### config.mk
export PLATFORM = sky130hd
export DESIGN_NAME = rom_port_arbiter_flat
export DESIGN_NICKNAME = d
export VERILOG_FILES = /design/src/rtl/rom_port_arbiter_if.sv /design/src/rtl/rom_port_arbiter.sv /design/src/flat_wrapper.sv
export SDC_FILE = /design/constraint.sdc
export NUM_CORES = 1
export LEC_CHECK = 0
export ABC_AREA = 0
export BUFFER_PORTS_ARGS = -buffer_cell sky130_fd_sc_hd__buf_2
export CORE_MARGIN = 3
export CORE_UTILIZATION = 47
export CTS_CLUSTER_SIZE = 12
export DETAILED_ROUTE_END_ITERATION = 8
export HOLD_SLACK_MARGIN = 0.1
export PLACE_DENSITY = 0.85
export SLEW_MARGIN = 10
export SYNTH_ARGS = -nofsm -noshare
export SYNTH_HDL_FRONTEND = slang
export SYNTH_SLANG_ARGS = --single-unit
### constraint.sdc
create_clock -name clk -period 1.8 [get_ports clk]
set_input_delay 0.18 -clock clk [delete_from_list [all_inputs] [get_ports clk]]
set_output_delay 0.18 -clock clk [all_outputs]
set_load 0.05 [all_outputs]
### src/rtl/rom_port_arbiter_if.sv
// Fetch and load request/response handshake bundle for rom_port_arbiter.
// The slave modport is the arbiter side; master is the requesting core side.
interface rom_port_arbiter_if #(
  parameter int unsigned DATA_WIDTH = 32,
  parameter int unsigned ADDR_WIDTH = 10
);
  logic                  if_req_valid;
  logic [ADDR_WIDTH-1:0] if_req_addr;
  logic                  if_req_ready;
  logic                  if_rsp_valid;
  logic [DATA_WIDTH-1:0] if_rsp_data;
  logic                  if_rsp_ready;

  logic                  ld_req_valid;
  logic [ADDR_WIDTH-1:0] ld_req_addr;
  logic                  ld_req_ready;
  logic                  ld_rsp_valid;
  logic [DATA_WIDTH-1:0] ld_rsp_data;
  logic                  ld_rsp_ready;

  modport slave (
    input  if_req_valid, if_req_addr, if_rsp_ready,
    input  ld_req_valid, ld_req_addr, ld_rsp_ready,
    output if_req_ready, if_rsp_valid, if_rsp_data,
    output ld_req_ready, ld_rsp_valid, ld_rsp_data
  );

  modport master (
    output if_req_valid, if_req_addr, if_rsp_ready,
    output ld_req_valid, ld_req_addr, ld_rsp_ready,
    input  if_req_ready, if_rsp_valid, if_rsp_data,
    input  ld_req_ready, ld_rsp_valid, ld_rsp_data
  );
endinterface

### src/rtl/rom_port_arbiter.sv
// Round-robin arbiter sharing one combinational-read ROM between a fetch and a
// load port; each port owns a one-entry response buffer (one cycle latency).
module rom_port_arbiter #(
  parameter int unsigned DATA_WIDTH = 32,
  parameter int unsigned ADDR_WIDTH = 10
) (
  input  logic                  clk,
  input  logic                  rst_n,
  rom_port_arbiter_if.slave     bus,
  output logic [ADDR_WIDTH-1:0] rom_addr,
  input  logic [DATA_WIDTH-1:0] rom_rd
);

  localparam int unsigned NPORT = 2;
  localparam int unsigned P_IF  = 0;
  localparam int unsigned P_LD  = 1;

  typedef enum logic {
    BUF_EMPTY = 1'b0,
    BUF_FULL  = 1'b1
  } buf_state_e;

  // Pointer value 0 favours the fetch port on contention.
  localparam logic PTR_IF = 1'b0;
  localparam logic PTR_LD = 1'b1;

  buf_state_e            buf_q  [NPORT];
  buf_state_e            buf_d  [NPORT];
  logic [DATA_WIDTH-1:0] data_q [NPORT];
  logic [DATA_WIDTH-1:0] data_d [NPORT];
  logic                  ptr_q, ptr_d;
  logic [ADDR_WIDTH-1:0] last_addr_q, last_addr_d;

  logic [NPORT-1:0]      req_valid;
  logic [NPORT-1:0]      rsp_ready;
  logic [NPORT-1:0]      elig;
  logic [NPORT-1:0]      grant;

  assign req_valid = {bus.ld_req_valid, bus.if_req_valid};
  assign rsp_ready = {bus.ld_rsp_ready, bus.if_rsp_ready};

  // Eligibility is gated by rst_n so no request is accepted while in reset.
  always_comb begin
    elig = '0;
    for (int i = 0; i < int'(NPORT); i++) begin
      elig[i] = rst_n && req_valid[i] && ((buf_q[i] == BUF_EMPTY) || rsp_ready[i]);
    end
  end

  always_comb begin
    grant = '0;
    ptr_d = ptr_q;
    unique case (elig)
      2'b11:   grant = (ptr_q == PTR_LD) ? 2'b10 : 2'b01;
      default: grant = elig;
    endcase
    if (grant[P_IF]) begin
      ptr_d = PTR_LD;
    end else if (grant[P_LD]) begin
      ptr_d = PTR_IF;
    end
  end

  // ROM address follows the winner, otherwise holds the last granted address.
  always_comb begin
    rom_addr = last_addr_q;
    if (grant[P_LD]) begin
      rom_addr = bus.ld_req_addr;
    end else if (grant[P_IF]) begin
      rom_addr = bus.if_req_addr;
    end
    last_addr_d = rom_addr;
  end

  // Per-port buffer FSM: a grant always (re)loads, a consume without grant empties.
  always_comb begin
    for (int i = 0; i < int'(NPORT); i++) begin
      buf_d[i]  = buf_q[i];
      data_d[i] = data_q[i];
      unique case (buf_q[i])
        BUF_EMPTY: begin
          if (grant[i]) begin
            buf_d[i]  = BUF_FULL;
            data_d[i] = rom_rd;
          end
        end
        BUF_FULL: begin
          if (grant[i]) begin
            buf_d[i]  = BUF_FULL;
            data_d[i] = rom_rd;
          end else if (rsp_ready[i]) begin
            buf_d[i] = BUF_EMPTY;
          end
        end
        default: begin
          buf_d[i] = BUF_EMPTY;
        end
      endcase
    end
  end

  always_ff @(posedge clk or negedge rst_n) begin
    if (!rst_n) begin
      for (int i = 0; i < int'(NPORT); i++) begin
        buf_q[i]  <= BUF_EMPTY;
        data_q[i] <= '0;
      end
      ptr_q       <= PTR_IF;
      last_addr_q <= '0;
    end else begin
      for (int i = 0; i < int'(NPORT); i++) begin
        buf_q[i]  <= buf_d[i];
        data_q[i] <= data_d[i];
      end
      ptr_q       <= ptr_d;
      last_addr_q <= last_addr_d;
    end
  end

  assign bus.if_req_ready = grant[P_IF];
  assign bus.ld_req_ready = grant[P_LD];
  assign bus.if_rsp_valid = (buf_q[P_IF] == BUF_FULL);
  assign bus.ld_rsp_valid = (buf_q[P_LD] == BUF_FULL);
  assign bus.if_rsp_data  = data_q[P_IF];
  assign bus.ld_rsp_data  = data_q[P_LD];

endmodule

### src/flat_wrapper.sv
// flat-port wrapper written by rule: the top's interface ports become plain ports
module rom_port_arbiter_flat 
#(
  parameter int unsigned DATA_WIDTH = 32,
  parameter int unsigned ADDR_WIDTH = 10
)
  (clk, rst_n, rom_addr, rom_rd, bus_if_req_valid, bus_if_req_addr, bus_if_rsp_ready, bus_ld_req_valid, bus_ld_req_addr, bus_ld_rsp_ready, bus_if_req_ready, bus_if_rsp_valid, bus_if_rsp_data, bus_ld_req_ready, bus_ld_rsp_valid, bus_ld_rsp_data);
  rom_port_arbiter_if #(.DATA_WIDTH(DATA_WIDTH), .ADDR_WIDTH(ADDR_WIDTH)) bus_i ();
  input  logic clk;
  input  logic rst_n;
  output logic [ADDR_WIDTH-1:0] rom_addr;
  input  logic [DATA_WIDTH-1:0] rom_rd;
  input wire logic [$bits(bus_i.if_req_valid)-1:0] bus_if_req_valid;
  input wire logic [$bits(bus_i.if_req_addr)-1:0] bus_if_req_addr;
  input wire logic [$bits(bus_i.if_rsp_ready)-1:0] bus_if_rsp_ready;
  input wire logic [$bits(bus_i.ld_req_valid)-1:0] bus_ld_req_valid;
  input wire logic [$bits(bus_i.ld_req_addr)-1:0] bus_ld_req_addr;
  input wire logic [$bits(bus_i.ld_rsp_ready)-1:0] bus_ld_rsp_ready;
  output wire logic [$bits(bus_i.if_req_ready)-1:0] bus_if_req_ready;
  output wire logic [$bits(bus_i.if_rsp_valid)-1:0] bus_if_rsp_valid;
  output wire logic [$bits(bus_i.if_rsp_data)-1:0] bus_if_rsp_data;
  output wire logic [$bits(bus_i.ld_req_ready)-1:0] bus_ld_req_ready;
  output wire logic [$bits(bus_i.ld_rsp_valid)-1:0] bus_ld_rsp_valid;
  output wire logic [$bits(bus_i.ld_rsp_data)-1:0] bus_ld_rsp_data;
  assign bus_i.if_req_valid = bus_if_req_valid;
  assign bus_i.if_req_addr = bus_if_req_addr;
  assign bus_i.if_rsp_ready = bus_if_rsp_ready;
  assign bus_i.ld_req_valid = bus_ld_req_valid;
  assign bus_i.ld_req_addr = bus_ld_req_addr;
  assign bus_i.ld_rsp_ready = bus_ld_rsp_ready;
  assign bus_if_req_ready = bus_i.if_req_ready;
  assign bus_if_rsp_valid = bus_i.if_rsp_valid;
  assign bus_if_rsp_data = bus_i.if_rsp_data;
  assign bus_ld_req_ready = bus_i.ld_req_ready;
  assign bus_ld_rsp_valid = bus_i.ld_rsp_valid;
  assign bus_ld_rsp_data = bus_i.ld_rsp_data;
  rom_port_arbiter #(.DATA_WIDTH(DATA_WIDTH), .ADDR_WIDTH(ADDR_WIDTH)) u_core (.clk(clk), .rst_n(rst_n), .bus(bus_i), .rom_addr(rom_addr), .rom_rd(rom_rd));
endmodule
; Yosys cells after proc, flatten, opt, wreduce, memory -nomap -nowiden
; Cells that the tools add are included.
[word_totals]
register_bits = 77
out_inout_bits = 78
wordCells = 32
[op_classes]
n_eq_ne = 1
muxes = 16
bitwise_logic = 2
reduce_logical = 7
[op_table]
columns = operator, n
row1 = 32-bit two-way mux, 2
row2 = 10-bit two-way mux, 2
row3 = 1-bit two-way mux, 8
row4 = 1-bit logical AND, 4
row5 = 2-bit two-way mux, 2
row6 = 1-bit case mux with 2 select lines, 2
row7 = "2-bit == test, second input constant", 1
row8 = 1-bit logical OR, 2
row9 = 1-bit NOT, 2
row10 = 2-bit nonzero test, 1

; Longest topological paths before layout
[depth]
word_depth = 7
mapped_depth = 6
mapped_depth_nobuf = 5

; Worst setup path before layout
; No wires, ideal clock.
[synth_timing]
path_kind = register to output
startpoint = reg u_core.buf_q, in the netlist u_core.bus.ld_rsp_valid
endpoint = out rom_addr[3]
t_arrival_ps = 1716
required_ps = 1620
setup_slack_ps = -96
path_stages_with_launch = 6
path_buffers = 1
path_cell_list = dfrtp_1 -> nor2b_1 -> o2111ai_4 -> buf_4 -> or2_1 -> o221a_2
[synth_via]
elab_chain_cells = 7
[synth_lines]
columns = element, line
row1 = start: declaration, rom_port_arbiter.sv:27  ; buf_state_e buf_q [NPORT];
row2 = start signal: indexed assignment, rom_port_arbiter.sv:112  ; buf_q[i] <= buf_d[i];
row3 = 1-bit NOT *, rom_port_arbiter.sv:46  ; elig[i] = rst_n && req_valid[i] && ((buf_q[i] == BUF_EMPTY) || rsp_ready[i]);
row4 = 1-bit logical OR *, rom_port_arbiter.sv:46
row5 = 1-bit logical AND *, rom_port_arbiter.sv:46
row6 = 2-bit == test, rom_port_arbiter.sv:53  ; unique case (elig)
row7 = 2-bit two-way mux *, rom_port_arbiter.sv:53
row8 = 10-bit two-way mux, rom_port_arbiter.sv:69  ; end else if (grant[P_IF]) begin
row9 = 10-bit two-way mux *, rom_port_arbiter.sv:67  ; if (grant[P_LD]) begin
row10 = end: declaration, flat_wrapper.sv:11  ; output logic [ADDR_WIDTH-1:0] rom_addr;
; Mark *: on every way between the ends. The rest lies on a longest branch, timed or not.

; Final worst setup path
[layout_timing]
startpoint = reg u_core.buf_q, in the netlist u_core.bus.ld_rsp_valid
endpoint = out rom_addr[5]
; The elaborated chain is that of the path after synthesis.

==> out/results.txt <==
Non-filler instance count after layout: 456
Fillers: 368
Tcrit/Tclk final: 1.05
Outcome: complete, but fails checks
Max-slew violation count: 0
Ports: 136
Vias: 2,312
Worst Setup Start Kind: flip-flop
FF+latch count, synth: 77
Sw Pwr: 2870 uW
Final Power: 6530 uW
Core ar.: 6130 um2
Gr usage total: 0.232
Final Critical Period: 1890 ps
Unique cell type count in the Yosys netlist: 21
Skew-Pair Late Insertion Delay: 350 ps
Placed wire-length estimate: 4920 um
Worst slew margin: 0.374
Footprint of the multi-input gates: 1220 um2
Failing checks: setup timing
Crit Path Max Fanout: 5
Area growth syn-to-layout: 52.4%
Setup Crit Path Kind: flip-flop to primary output
Final setup margin: -85.8 ps
Area leader, netlist: dfrtp_1
Initial Util: 0.505
# placed instances: 396
DR WL/cell: 18.2 um
Sequential share of power: 0.361
Layout cell share with drive strength beyond 1: 0.654
Max IR drop VDD: 1.11 mV
Met1 Resource Use GR: 0.264
Die W: 87.1 um
FMAX: 0.530 GHz
Register area share after synthesis: 0.623
DIE AREA: 7590 um2
First drt pass iteration count: 4
Crit path DAT: 1710 ps
Final hold viol count: 0
Internal: 3660 uW
Nets@finish: 434
Clk slew on worst S/H paths: 80 ps
GRT overflow: 0
Top_reg_cell synth: dfrtp_1
Top-count cell post-synth: dfrtp_1
Final wirelength: 8310 um
1st-iter DRT viols: 70
Sequential Area: 1930 um2
Syn_area_per_cell: 16.6 um2
Die H: 87.1 um
N_diodes: 0
Synth warnings: 0
Clk pwr share: 0.184
Mapped Nets: 244
Max clock buf depth: 2
Final Skew: 3.90 ps
P_leak: 0.00227 uW
CTS tree: built
Setup crit end kind: primary output
Max Cap Viol: 0
Top cells by count, synth: dfrtp_1, mux2_2, mux2_4
H-tree Lvls: 3
Synthesized area: 3090 um2
DRC Markers: 0
Final setup fails: 10
Via-to-Cell Ratio: 5.07
Vias in the first global route: 2,588
GR peak layer: met2
Largest net degree at the start of global routing: 76
Gpl congestion: 0.767
Worst slew pin tran: 939 ps
Row count: 28
Synth top area share: 0.623
IO buf count: 135
Combinational power share: 0.454
Met3 global-route usage: 0.0728
Hold WC Path Type: primary input to flip-flop
Detail Route Antenna Nets: 0
EDFF count, synth: 0
PD cells: 1390 nW/um2
Largest cells by area after synthesis: dfrtp_1, mux2_2, mux2_4
Root Buffer: clkbuf_8
Required @ worst endpoint: 1620 ps
Gate Count Post-Synth: 186
First-pass GRT wire length: 13,200 um
CTS Buf Count: 9
Initial antenna violation count: 0
Switching share of total power: 0.439
Async set-reset flop share out of synthesis: 1.00
Met2 GRT Util: 0.407
Clk sinks: 77
RSZ-0062 raised after global routing: yes
==> kinds of logic (layout without fill, tap and decap cells) <==
| group | count (synthesis) | in the layout | share of synthesized area |
|---|---|---|---|
| muxes | 64 | 64 | 0.256 |
| AOI/OAI and AO/OA | 11 | 12 | 0.0449 |
| DFF | 77 | 77 | 0.623 |
| and+or+nand+nor | 24 | 25 | 0.0481 |
| buffers and inverters | 10 | 203 | 0.0283 |
==> final cells by class <==
type                            count  area share
Clock inverter                      5     0.00743
Clock buffer                       11      0.0321
Tap cell                           75      0.0199
Multi-Input combinational cell    101       0.259
Inverter                            2     0.00159
Timing Repair Buffer              185       0.271
Sequential cell                    77       0.409
==> timing repair <==
item,in CTS,in global routing
pin swaps,5,1
setup endpoints to repair,12,21
setup buffers,8,2
hold buffers,33,0
gates cloned,2,0
gates resized for setup,41,6
endpoints found under the hold margin,66,0
==> worst paths after layout <==
kind,end,start,cells past startpoint,slack [ps]
setup reg to reg,u_core.bus.if_rsp_data[17],u_core.bus.ld_rsp_valid,6,50
hold reg to reg,u_core.bus.ld_rsp_data[22],u_core.bus.ld_rsp_data[22],1,490
max in group asynchronous,u_core.last_addr_q[8],rst_n,2,990
setup / recovery,rom_addr[5],u_core.bus.ld_rsp_valid,5,-90
min in group asynchronous,u_core.bus.ld_rsp_data[27],rst_n,2,190
hold / removal,u_core.last_addr_q[1],bus_ld_req_addr[1],2,150
==> flip-flops by register name, indices dropped and copies added, names as in the netlist <==
name / cells
u_core.ptr_q: 1
u_core.bus.ld_rsp_valid: 1
u_core.bus.ld_rsp_data: 32
u_core.last_addr_q: 10
u_core.bus.if_rsp_valid: 1
u_core.bus.if_rsp_data: 32
==> worst max-delay path: stages (launching register included) <==
cell,delay [ps]
dfrtp_2,420
nor2b_4,150
o2111ai_4,250
or2_1,180
o221a_4,210
buf_8,150
==> layout by cell type (no fill, tap or decap) <==
cell	instances
buf_8	6
or2_2	2
nor2b_4	1
clkinv_2	2
clkinv_4	2
buf_2	122
nand2_8	1
dfrtp_2	1
dfrtp_1	76
clkinvlp_4	1
clkbuf_8	11
o221a_2	3
buf_12	3
inv_2	2
nand2b_1	1
nand2_4	1
buf_4	13
o2111ai_4	2
mux2_1	9
nand2b_4	1
nand4b_4	1
or2_4	2
mux2_4	19
buf_6	8
or2_1	6
o221a_4	7
and3_4	1
nand3_1	2
dlygate4sd3_1	33
nand2_1	5
mux2_2	36
nand2_2	1
==> through the flow <==
step | worst slack (ps) | area (um2) | utilization | TNS [ps] | hold slack, ps
finish | -85.8 | 4720 | 0.769 | -560 | 150
global route | -172 | 4720 | 0.769 | -1600 | 125
CTS | -99.1 | 4700 | 0.766 | -782 | 127
detailed placement | 108 | 3940 | 0.642 | 0 | 7.64
global placement | 156 | 3940 | 0.642 | 0 | 4.28
floorplan | -30.8 | 3150 | - | -92.5 | -116
==> power by group through the flow <==
stage / logic, uW / clock network (uW) / registers, uW
final: 2970 / 1200 / 2360
after global routing: 3090 / 1320 / 2410
after CTS: 2960 / 1240 / 2350
after detailed placement: 2750 / 0 / 2380
after global placement: 2710 / 0 / 2360
after floorplan: 768 / 0 / 3680
==> per-layer routing <==
| metal | wire length (um) | vias up | share of wire |
|---|---|---|---|
| met5 | 0 | - | 0 |
| met4 | 192 | 0 | 0.023 |
| met3 | 615 | 17 | 0.074 |
| met2 | 4330 | 95 | 0.52 |
| met1 | 3170 | 1140 | 0.38 |
| li1 | - | 1060 | - |
No activity file was read; power rests on OpenSTA's default activity.
